--- src/rtl/cpu_step_controller_pkg.sv ---
`default_nettype none
// +--------------------------------------------------------------------------+
// | Package     : cpu_step_pkg                                               |
// | Description : Shared definitions for the CPU step controller: FSM state  |
// |               encoding and default timing constants.                     |
// | Revision    : 1.0 - initial release                                      |
// +--------------------------------------------------------------------------+
package cpu_step_pkg;

   // Controller FSM state; the encoding is visible on ctrl_state.
   typedef enum logic [1:0] {
      S_IDLE  = 2'b00,
      S_STEP  = 2'b01,
      S_RUN   = 2'b10,
      S_BREAK = 2'b11
   } state_t;

   // 20 ms of stable key level at 50 MHz.
   localparam int unsigned c_debounce_cycles_default = 1000000;
   // 10 Hz free-run step rate at 50 MHz.
   localparam int unsigned c_run_div_default         = 5000000;

endpackage : cpu_step_pkg
`default_nettype wire

--- src/rtl/cpu_step_controller_if.sv ---
`default_nettype none
// +--------------------------------------------------------------------------+
// | Interface   : cpu_step_controller_if                                     |
// | Description : Board-I/O and processor-side signals of the step           |
// |               controller.                                                |
// |   key_step_n  raw step key, active-low, asynchronous                     |
// |   run_sw      mode switch (1 = free run), asynchronous                   |
// |   bp_en       breakpoint enable                                          |
// |   bp_addr     breakpoint PC                                              |
// |   pc_in       current processor PC                                       |
// |   cpu_en      one-cycle processor clock-enable pulse                     |
// |   halted      high while stopped at a breakpoint                         |
// |   ctrl_state  FSM state (IDLE/STEP/RUN/BREAK)                            |
// |   step_count  number of cpu_en pulses issued (wrapping)                  |
// | master = controller side, slave = board/processor side.                 |
// | Revision    : 1.0 - initial release                                      |
// +--------------------------------------------------------------------------+
interface cpu_step_controller_if #(
   parameter int PC_W  = 32,
   parameter int CNT_W = 16
);
   logic             key_step_n;
   logic             run_sw;
   logic             bp_en;
   logic [PC_W-1:0]  bp_addr;
   logic [PC_W-1:0]  pc_in;
   logic             cpu_en;
   logic             halted;
   logic [1:0]       ctrl_state;
   logic [CNT_W-1:0] step_count;

   modport master (
      input  key_step_n, run_sw, bp_en, bp_addr, pc_in,
      output cpu_en, halted, ctrl_state, step_count
   );

   modport slave (
      output key_step_n, run_sw, bp_en, bp_addr, pc_in,
      input  cpu_en, halted, ctrl_state, step_count
   );
endinterface : cpu_step_controller_if
`default_nettype wire

--- src/rtl/cpu_step_controller_debouncer.sv ---
`default_nettype none
// +--------------------------------------------------------------------------+
// | Module      : step_key_debouncer                                         |
// | Description : 2-flop synchronizer, debounce counter and press detector   |
// |               for the active-low step key.                               |
// |   clk       in   system clock                                            |
// |   in_reset  in   asynchronous reset, active-low                          |
// |   key_n     in   raw key, active-low, asynchronous to clk                |
// |   press     out  one-cycle pulse on each accepted press (1->0)           |
// | Revision    : 1.0 - initial release                                      |
// +--------------------------------------------------------------------------+
module step_key_debouncer
   import cpu_step_pkg::*;
#(
   parameter int unsigned DEBOUNCE_CYCLES = c_debounce_cycles_default
) (
   input  wire logic clk,
   input  wire logic in_reset,
   input  wire logic key_n,
   output logic      press
);

   localparam int unsigned      c_cnt_w   = $clog2(DEBOUNCE_CYCLES + 1);
   localparam logic [c_cnt_w-1:0] c_cnt_max = c_cnt_w'(DEBOUNCE_CYCLES);
   localparam logic [c_cnt_w-1:0] c_cnt_one = c_cnt_w'(1);

   logic               r_sync1;
   logic               r_sync2;
   logic               r_prev;     // previous synced sample, for change detection
   logic [c_cnt_w-1:0] r_run;      // length of the current run of equal samples
   logic               r_level;    // accepted (debounced) key level
   logic               r_level_d;
   logic               r_press;
   logic [c_cnt_w-1:0] w_run_len;

   // Run length including the current sample; restarts at 1 on any change
   // and saturates once the acceptance threshold is reached.
   always_comb begin
      w_run_len = c_cnt_one;
      if (r_sync2 != r_prev) begin
         w_run_len = c_cnt_one;
      end else if (r_run == c_cnt_max) begin
         w_run_len = c_cnt_max;
      end else begin
         w_run_len = r_run + c_cnt_one;
      end
   end

   always_ff @(posedge clk or negedge in_reset) begin
      if (!in_reset) begin
         r_sync1   <= 1'b1;
         r_sync2   <= 1'b1;
         r_prev    <= 1'b1;
         r_run     <= '0;
         r_level   <= 1'b1;
         r_level_d <= 1'b1;
         r_press   <= 1'b0;
      end else begin
         r_sync1   <= key_n;
         r_sync2   <= r_sync1;
         r_prev    <= r_sync2;
         r_run     <= w_run_len;
         if (w_run_len == c_cnt_max) begin
            r_level <= r_sync2;
         end
         r_level_d <= r_level;
         // Only the falling edge of the accepted level is a press.
         r_press   <= r_level_d & ~r_level;
      end
   end

   assign press = r_press;

endmodule : step_key_debouncer
`default_nettype wire

--- src/rtl/cpu_step_controller.sv ---
`default_nettype none
// +--------------------------------------------------------------------------+
// | Module      : cpu_step_controller                                        |
// | Description : Generates the processor clock-enable. Single-step mode     |
// |               gives one pulse per debounced key press; free-run mode     |
// |               gives one pulse every RUN_DIV clocks. Optional PC          |
// |               breakpoint, enabled by defining STEP_CTRL_BREAKPOINT_EN.   |
// |   clk       in   system clock                                            |
// |   in_reset  in   asynchronous reset, active-low                          |
// |   bus       cpu_step_controller_if.master (key, switch, breakpoint,      |
// |             PC in; cpu_en, halted, ctrl_state, step_count out)           |
// | Revision    : 1.0 - initial release                                      |
// +--------------------------------------------------------------------------+
module cpu_step_controller
   import cpu_step_pkg::*;
#(
   parameter int unsigned DEBOUNCE_CYCLES = c_debounce_cycles_default,
   parameter int unsigned RUN_DIV         = c_run_div_default,
   parameter int          PC_W            = 32,
   parameter int          CNT_W           = 16
) (
   input  wire logic               clk,
   input  wire logic               in_reset,
   cpu_step_controller_if.master   bus
);

   localparam int unsigned        c_div_w    = $clog2(RUN_DIV);
   localparam logic [c_div_w-1:0] c_div_last = c_div_w'(RUN_DIV - 1);
   localparam logic [c_div_w-1:0] c_div_one  = c_div_w'(1);
   localparam logic [CNT_W-1:0]   c_cnt_one  = CNT_W'(1);

   state_t             r_state;
   logic               r_cpu_en;
   logic               r_halted;
   logic [CNT_W-1:0]   r_count;
   logic [c_div_w-1:0] r_div;
   logic               r_run_s1;
   logic               r_run_s2;
   logic               w_press;
   logic               w_bp_hit;

   step_key_debouncer #(
      .DEBOUNCE_CYCLES (DEBOUNCE_CYCLES)
   ) u_key (
      .clk      (clk),
      .in_reset (in_reset),
      .key_n    (bus.key_step_n),
      .press    (w_press)
   );

   // Bare 2-flop synchronizer for the mode switch.
   always_ff @(posedge clk or negedge in_reset) begin
      if (!in_reset) begin
         r_run_s1 <= 1'b0;
         r_run_s2 <= 1'b0;
      end else begin
         r_run_s1 <= bus.run_sw;
         r_run_s2 <= r_run_s1;
      end
   end

`ifdef STEP_CTRL_BREAKPOINT_EN
   logic [PC_W-1:0] w_pc;
   logic [PC_W-1:0] w_bp_addr;
   assign w_pc      = bus.pc_in;
   assign w_bp_addr = bus.bp_addr;
   assign w_bp_hit  = bus.bp_en && (w_pc == w_bp_addr);
`else
   // Breakpoint inputs are present but have no effect in this build.
   logic [2*PC_W:0] w_unused_bp;
   assign w_unused_bp = {bus.bp_en, bus.bp_addr, bus.pc_in};
   assign w_bp_hit    = 1'b0;
`endif

   always_ff @(posedge clk or negedge in_reset) begin
      if (!in_reset) begin
         r_state  <= S_IDLE;
         r_cpu_en <= 1'b0;
         r_halted <= 1'b0;
         r_count  <= '0;
         r_div    <= '0;
      end else begin
         // Pulses and halted are asserted only by the branch that wants them.
         r_cpu_en <= 1'b0;
         r_halted <= 1'b0;
         case (r_state)
            S_IDLE: begin
               // Run mode wins over a coincident press; that press is lost.
               if (r_run_s2) begin
                  r_state <= S_RUN;
                  r_div   <= '0;
               end else if (w_press) begin
                  r_state  <= S_STEP;
                  r_cpu_en <= 1'b1;
                  r_count  <= r_count + c_cnt_one;
               end
            end
            S_STEP: begin
               // The pulse was launched on entry; STEP lasts exactly one cycle.
               r_state <= S_IDLE;
            end
            S_RUN: begin
               if (!r_run_s2) begin
                  r_state <= S_IDLE;
                  r_div   <= '0;
               end else if (r_div == c_div_last) begin
                  r_div <= '0;
                  if (w_bp_hit) begin
                     r_state  <= S_BREAK;
                     r_halted <= 1'b1;
                  end else begin
                     r_cpu_en <= 1'b1;
                     r_count  <= r_count + c_cnt_one;
                  end
               end else begin
                  r_div <= r_div + c_div_one;
               end
            end
`ifdef STEP_CTRL_BREAKPOINT_EN
            S_BREAK: begin
               if (!r_run_s2) begin
                  r_state <= S_IDLE;
               end else if (w_press) begin
                  // Single pulse steps past the breakpoint, then IDLE re-enters RUN.
                  r_state  <= S_STEP;
                  r_cpu_en <= 1'b1;
                  r_count  <= r_count + c_cnt_one;
               end else begin
                  r_halted <= 1'b1;
               end
            end
`endif
            default: begin
               r_state <= S_IDLE;
            end
         endcase
      end
   end

   assign bus.cpu_en     = r_cpu_en;
   assign bus.halted     = r_halted;
   assign bus.ctrl_state = r_state;
   assign bus.step_count = r_count;

endmodule : cpu_step_controller
`default_nettype wire

--- src/flat_wrapper.sv ---
// flat-port wrapper written by rule: the top's interface ports become plain ports
module cpu_step_controller_flat import cpu_step_pkg::*;
#(
   parameter int unsigned DEBOUNCE_CYCLES = c_debounce_cycles_default,
   parameter int unsigned RUN_DIV         = c_run_div_default,
   parameter int          PC_W            = 32,
   parameter int          CNT_W           = 16
)
  (clk, in_reset, bus_key_step_n, bus_run_sw, bus_bp_en, bus_bp_addr, bus_pc_in, bus_cpu_en, bus_halted, bus_ctrl_state, bus_step_count);
  cpu_step_controller_if #(.PC_W(PC_W), .CNT_W(CNT_W)) bus_i ();
  input  wire logic clk;
  input  wire logic in_reset;
  input wire logic [$bits(bus_i.key_step_n)-1:0] bus_key_step_n;
  input wire logic [$bits(bus_i.run_sw)-1:0] bus_run_sw;
  input wire logic [$bits(bus_i.bp_en)-1:0] bus_bp_en;
  input wire logic [$bits(bus_i.bp_addr)-1:0] bus_bp_addr;
  input wire logic [$bits(bus_i.pc_in)-1:0] bus_pc_in;
  output wire logic [$bits(bus_i.cpu_en)-1:0] bus_cpu_en;
  output wire logic [$bits(bus_i.halted)-1:0] bus_halted;
  output wire logic [$bits(bus_i.ctrl_state)-1:0] bus_ctrl_state;
  output wire logic [$bits(bus_i.step_count)-1:0] bus_step_count;
  assign bus_i.key_step_n = bus_key_step_n;
  assign bus_i.run_sw = bus_run_sw;
  assign bus_i.bp_en = bus_bp_en;
  assign bus_i.bp_addr = bus_bp_addr;
  assign bus_i.pc_in = bus_pc_in;
  assign bus_cpu_en = bus_i.cpu_en;
  assign bus_halted = bus_i.halted;
  assign bus_ctrl_state = bus_i.ctrl_state;
  assign bus_step_count = bus_i.step_count;
  cpu_step_controller #(.DEBOUNCE_CYCLES(DEBOUNCE_CYCLES), .RUN_DIV(RUN_DIV), .PC_W(PC_W), .CNT_W(CNT_W)) u_core (.clk(clk), .in_reset(in_reset), .bus(bus_i));
endmodule
--- config.mk ---
export PLATFORM = sky130hd
export DESIGN_NAME = cpu_step_controller_flat
export DESIGN_NICKNAME = d
export VERILOG_FILES = /design/src/rtl/cpu_step_controller_pkg.sv /design/src/rtl/cpu_step_controller_if.sv /design/src/rtl/cpu_step_controller_debouncer.sv /design/src/rtl/cpu_step_controller.sv /design/src/flat_wrapper.sv
export SDC_FILE = /design/constraint.sdc
export NUM_CORES = 1
export LEC_CHECK = 0
export BUFFER_PORTS_ARGS = -buffer_cell sky130_fd_sc_hd__buf_2
export CAP_MARGIN = 20
export CORE_MARGIN = 2
export CORE_UTILIZATION = 54
export DETAILED_ROUTE_END_ITERATION = 8
export GPL_ROUTABILITY_DRIVEN = 0
export PLACE_DENSITY = 0.77
export SLEW_MARGIN = 15
export SYNTH_ARGS = -nofsm -noshare
export SYNTH_HDL_FRONTEND = slang
export SYNTH_HIERARCHICAL = 1
export SYNTH_SLANG_ARGS = --single-unit
--- constraint.sdc ---
create_clock -name clk -period 2.7 [get_ports clk]
set_clock_uncertainty 0.2 [all_clocks]
set_input_delay 0.54 -clock clk [delete_from_list [all_inputs] [get_ports clk]]
set_output_delay 0.54 -clock clk [all_outputs]
set_load 0.02 [all_outputs]
* Yosys cells after proc, flatten, opt, wreduce, memory -nomap -nowiden
Cells that the tools add are included.
** Cells by class
- Add/sub/neg operators :: 3
- Eq/ne operators :: 12
- Muxes and demuxes :: 20
- Bitwise gates (word level) :: 2
- Reduce and logical (&&, ||, !) cells :: 5
** Operator list (count)
- 23-bit 2-to-1 mux :: 3
- 16-bit 2-to-1 mux :: 4
- 23-bit one-hot mux with 2 select lines :: 1
- 20-bit == test (second input constant) :: 2
- 20-bit 2-to-1 mux :: 2
- 16-bit one-hot mux with 2 select lines :: 1
- 23-bit by 1-bit adder with 23-bit output (second input constant) :: 1
- 23-bit == test (second input constant) :: 1
- 20-bit by 1-bit adder with 20-bit output (second input constant) :: 1
- 16-bit by 1-bit adder with 16-bit output (second input constant) :: 1
- 2-bit 2-to-1 mux :: 3
- 2-bit by 1-bit != test with 1-bit output (second input constant) :: 3
- 2-bit != test (second input constant) :: 3
- 5-bit AND reduction :: 1
- 1-bit 2-to-1 mux :: 4
- 2-bit one-hot mux with 2 select lines :: 1
- 2-bit AND reduction :: 2
- 3-bit by 2-bit != test with 1-bit output (second input constant) :: 1
- 2-bit == test (second input constant) :: 1
- 2-bit zero test :: 1
- 1-bit one-hot mux with 2 select lines :: 1
- 2-bit nonzero test :: 1
- 1-bit bitwise AND :: 1
- 1-bit != test :: 1
- 1-bit NOT :: 1
** Storage, ports and cells
- Register bits :: 70
- Input port bits :: 69
- Output and inout port bits :: 20
- Word-level logic and storage cells :: 55

* Longest topological paths before layout
- Depth in word-level cells :: 4
- Mapped depth :: 9
- Mapped depth without buffers :: 9

* By module
The synthesis kept the hierarchy.
** Modules (own cells, without submodules)
- cpu_step_controller :: times used 1, cells an instance 221, area an instance 2253.4 um2, seq. area each 1101.1 um2
- step_key_debouncer :: times used 1, cells an instance 145, area an instance 1430.1 um2, seq. area each 656.9 um2

* Worst setup path before layout
Ideal clock, no wire load.
- Path type :: reg2reg
- From :: register u_core.u_key.r_run[0]
- To :: register u_core.u_key.r_level
- Setup time :: 0.085 ns
- Arrival time :: 2.067 ns
- Required time :: 2.415 ns
- Setup slack :: 0.348 ns
- Stages on the path, launching flop included :: 10
- Buffers on the path :: 1
- Clock period less this slack :: 2.352 ns
- Path through :: dfrtp_1 -> ha_1 -> buf_2 -> xnor2_1 -> nand3_1 -> o31a_1 -> or3_1 -> nor4_1 -> nand4_1 -> mux2_1
** On the way
- Word-level cells in the longest chain between the ends :: 4
- Elaborated cells on any way between the ends :: 5
- Classes of those cells :: add/sub: 1; eq/ne: 2; mux: 2
** Ends and longest elaborated chain
- start, declared :: RTL line cpu_step_controller_debouncer.sv:30 : logic [c_cnt_w-1:0] r_run;
- start signal, assigned :: RTL line cpu_step_controller_debouncer.sv:62 : r_run <= w_run_len;
- 20-bit by 1-bit adder with 20-bit output / 20-bit == test (equally long branches) :: RTL line cpu_step_controller_debouncer.sv:45, cpu_step_controller_debouncer.sv:42
- 20-bit 2-to-1 mux (*) :: RTL line cpu_step_controller_debouncer.sv:42 : end else if (r_run == c_cnt_max) begin
- 20-bit 2-to-1 mux (*) :: RTL line cpu_step_controller_debouncer.sv:40 : if (r_sync2 != r_prev) begin
- 20-bit == test (*) :: RTL line cpu_step_controller_debouncer.sv:63 : if (w_run_len == c_cnt_max) begin
- end signal, assigned :: RTL line cpu_step_controller_debouncer.sv:64 : r_level <= r_sync2;
- end, declared :: RTL line cpu_step_controller_debouncer.sv:31 : logic r_level;
Every way passes the cells marked *; elsewhere a longest branch is shown, timed or not.
A chain may end at the register's enable or synchronous reset.

* Worst setup path after layout
- From :: register u_core.u_key.r_run[2]
- To :: register u_core.u_key.r_level
Same word-level chain as after synthesis.

==> results by stage <==
Outcome:
- The flow ran to the end, but the final reports show violations.
- The checks that failed: hold timing.

Yosys:
- Sequential cells were found to cover 47.7% of the synthesized design area.
- The post-synthesis average cell area is 10.1 um2.
- The count of different cell masters after synthesis is 56.
- Among all flip-flop cells after synthesis, the most frequent one is sky130_fd_sc_hd__dfrtp_1.
- During synthesis, Yosys emitted a total of 6 warnings.
- The post-synthesis cell count is 366.
- The number of enable flip-flop cells after synthesis is 0.
- The async set or reset register ratio after synthesis is 100%.
- Summed over its instances, the top area cell type makes up between 40% and 50% of the synthesized netlist area.
- Ranked by total cell area, the synthesized netlist is headed by sky130_fd_sc_hd__dfrtp_1 44%, sky130_fd_sc_hd__xnor2_1 5.9%, sky130_fd_sc_hd__nand3_1 4.8%.
- In this run, synthesis produced a sequential element count of 70.
- The biggest area contributor in the post-synthesis netlist is sky130_fd_sc_hd__dfrtp_1.
- Summing every instance area after synthesis gives 3680 um2.
- The number of nets in the synthesized netlist is around 440.

Power and ir drop:
- The ratio of total power to cell area is 540 nW/um2.
- The combinational share of power is approximately 7.1%.
- The switching power as a share of total power is 25.0%.
- Cell internal power was estimated by the tool at 1.68 mW.
- The worst IR drop on VDD is about 300 uV.
- The sequential share of power is between 40% and 50%.
- For this design the static power due to leakage is 1.79 nW.
- The share of total power dissipated in the clock network is 43.5%.
- The overall power is about 2.2 mW.
- The total net switching power is 0.560 mW.

Layout:
- With fillers left out, the area of the finished cells amounts to 4160 um2.
- The repair_antennas step left the layout with diodes totalling 0.
- Summing all flip-flop and latch instances after layout gives 1760 um2.
- Counting the fill cells in the layout gives about 540.
- The final cell count without fillers is 478.
- The final standard cell utilization of the core is 62.2%.
- The growth of design area from synthesis to finish is 12.8%.
- Cells with a size suffix above 1 make up between 15 and 20% of the layout.
- The multi-input gate area in the final layout is roughly 1800 um2.
- In the final design database the tool counted about 470 nets.

CTS:
- After clock tree synthesis, the clock-pin slew on the worst setup and hold paths is 0.08 ns.
- The H-tree depth reported by CTS is 3.
- Once the clock tree was built, the setup fixing pass inserted 0 buffers.
- The clock tree from TritonCTS is done.
- The root buffer cell chosen for the clock tree is sky130_fd_sc_hd__clkbuf_8.
- The sink count of the clock tree is 70.
- The number of buffers between clock root and the deepest sink is 2.
- The insertion delay to the later sink of the worst-skew pair is ~0.35 ns.
- The total CTS buffers is 9.

Placement:
- The setup slack after placement is 0.111 ns.
- The post-DP HPWL is 5.02 mm.
- The cell total after placement is ~460.
- The standard cell area after detailed placement is 3890 um2.
- Port buffering added 22 buffers.

Drt:
- The first detailed-routing pass ran for 5 iterations.
- For this block, the routed nets add up to 7.34 mm of wire.
- For this run, design rule violations remaining after detail routing come to 0.
- The post-route antenna net violation count is 0.
- The starting DRC count in detailed routing is 209.
- After detailed routing, the number of vias per cell comes to 6.01.
- The routed layout has 2873 vias.
- In the final routed layout, each cell accounts on average for approximately 15 um.

Timing:
- Setup repair after global routing left no endpoint under its margin.
- The worst slew margin relative to its limit is 59.6%.
- The max-slew violation count is 0.
- The minimum hold slack is -0.0107 ns.
- The final number of setup-violating endpoints is 0.
- The final cycle utilization of the critical path is between 90% and 100%.
- The smallest setup slack after layout is 0.181 ns.
- Derived from the worst setup path, the maximum achievable clock frequency is 0.397 GHz.
- The hold violation count in the final report is 7.
- The slew at the pin closest to its max-slew limit is approximately 0.6 ns.
- The setup TNS is 0 ns.
- For the finished layout, the period the worst path requires is 2.52 ns.

Critical path:
- Tracing the worst setup path back leads to its startpoint at u_core/u_key/r_run[2].
- The destination of the critical timing path is u_core/u_key/r_level.
- The highest fanout seen on the critical path is 8.
- The data required time of the worst path is between 2 and 3 ns.
- The critical path class is reg2reg.
- The number of cells on the worst reg-to-reg path is 7.
- Setup slack on the worst reg-to-reg path comes out at 0.18 ns.
- The type of destination of the critical path is a flop.
- The worst path arrival time is ~2.6 ns.
- The worst register-to-register path ends at u_core/u_key/r_level.
- In this run the critical register-to-register path is launched from u_core/u_key/r_run[2].
- The worst setup path is launched from a flop.

Global route:
- The pin count of the biggest net entering global routing is 45.
- The total congestion overflow is 0.
- The total track usage is 21.1%.
- The number of antenna violations at the first check in global routing came to 0.
- The global-route wire length before repair is around 13 mm.
- The number of global-route vias before repair is 2658.

Floorplan:
- Once the floorplan was initialized, standard cells occupied 55.1% of the core.
- The region available for standard cell placement spans 6680 um2.
- Measured along the y axis, the die boundary spans 86.6 um.
- The floorplan has 30 rows.
- Measured along the x axis, the die boundary spans approximately 87 um.
- The number of I/O pins is between 80 and 90.
- The floorplan step defined a die boundary enclosing 7500 um2.

Hold path:
- The worst min-delay path category is in2async.

Run:
- The number of maximum-capacitance constraint violations is 0.
==> cell usage after synthesis, drive strengths merged, types with 2 or more instances <==
cell type and instances:
nand2 22, nand3 35, nand2b 5, nor3 8, mux2 2, dfstp 5
nor4 11, nor2b 3, xnor2 25, xor2 9, mux2i 4, nor2 33
nand4 18, o21ai 15, buf 14, a31oi 17, or3 2, inv 10
a21oi 16, ha 4, and3 8, a41oi 6, dfrtp 65, clkbuf 4
nor4b 3, and2 4, a22o 2, or4b 2
==> placed cells by master, fill, tap and decap left out, drive strengths merged, types with 2 or more instances in the layout <==
cell type and count:
dfrtp 65, nand3 35, buf 34, nor2 33, xnor2 25, nand2 22
nand4 18, a31oi 17, a21oi 16, o21ai 15, inv 11, nor4 11
clkbuf 10, xor2 9, nor3 8, and3 8, a41oi 6, nand2b 5
dfstp 5, and2 4, mux2i 4, ha 4, nor2b 3, nor4b 3
bufinv 2, clkinvlp 2, a22o 2, or3 2, or4b 2, mux2 2
==> registers in the layout (all words and copies together), names as in the netlist <==
register / cells
u_core/u_key/r_sync1: 1
u_core/u_key/r_level: 1
u_core/u_key/r_sync2: 1
u_core/u_key/r_prev: 1
u_core/bus.step_count: 16
u_core/u_key/r_run: 20
u_core/r_div: 23
u_core/u_key/press: 1
u_core/bus.cpu_en: 1
u_core/u_key/r_level_d: 1
u_core/bus.ctrl_state: 2
u_core/r_run_s1: 1
u_core/r_run_s2: 1
==> power by group through the flow <==
stage	logic, mW	registers (mW)	clock network, mW
after floorplan	0.109	1.11	0
after global placement	0.156	1.13	0
after detailed placement	0.158	1.13	0
after CTS	0.159	1.11	0.994
after global routing	0.180	1.11	1.03
final	0.160	1.11	0.976
==> kinds of logic after synthesis <==
logic type	count (synthesis)	synth area share [%]
buffers and inverters	28	4.18
other	1	0.102
XOR/XNOR	34	8.08
AO/OA/AOI/OAI	64	11.2
adder cells (fa/ha/maj)	4	1.36
multiplexers	6	1.70
flip-flops	70	47.7
AND/OR/NAND/NOR	159	25.6
==> worst min-delay path by stage <==
stage                                 to                  from  cells past startpoint
floorplan              u_core/bus.cpu_en              in_reset                      0
global route            u_core/r_div[20]              in_reset                      1
detailed placement  u_core/u_key/r_sync2  u_core/u_key/r_sync1                      0
CTS                     u_core/r_div[20]              in_reset                      1
finish                  u_core/r_div[20]              in_reset                      1
global placement    u_core/u_key/r_sync2  u_core/u_key/r_sync1                      0
==> layout make-up <==
class	instances	share of cell area (%)
multi-input combinational	268	43.4
sequential	70	42.4
timing repair buffer	34	5.42
clock buffer	10	3.31
tap	80	2.41
clock inverter	6	2.23
inverter	10	0.903
==> critical path, stage by stage, from the launching register on <==
cell                      delay (ns)
sky130_fd_sc_hd__dfrtp_1        0.49
sky130_fd_sc_hd__nand3_1        0.28
sky130_fd_sc_hd__nor2_2         0.26
sky130_fd_sc_hd__a21oi_1        0.09
sky130_fd_sc_hd__or3_1          0.36
sky130_fd_sc_hd__nor4_2         0.29
sky130_fd_sc_hd__nand4_1        0.14
sky130_fd_sc_hd__mux2_1         0.33
==> routing by layer <==
layer  global-route usage (%)  wire (um)
met1                     30.1       3480
met3                     3.71        290
met5                        0          0
met2                     31.9       3450
met4                     8.95        119
==> what timing repair did <==
action / CTS / global route
hold buffers: 0 / 0
endpoints found under the setup margin: 0 / 1
resized for setup: 0 / 7
Power figures use the tool's default switching activity.
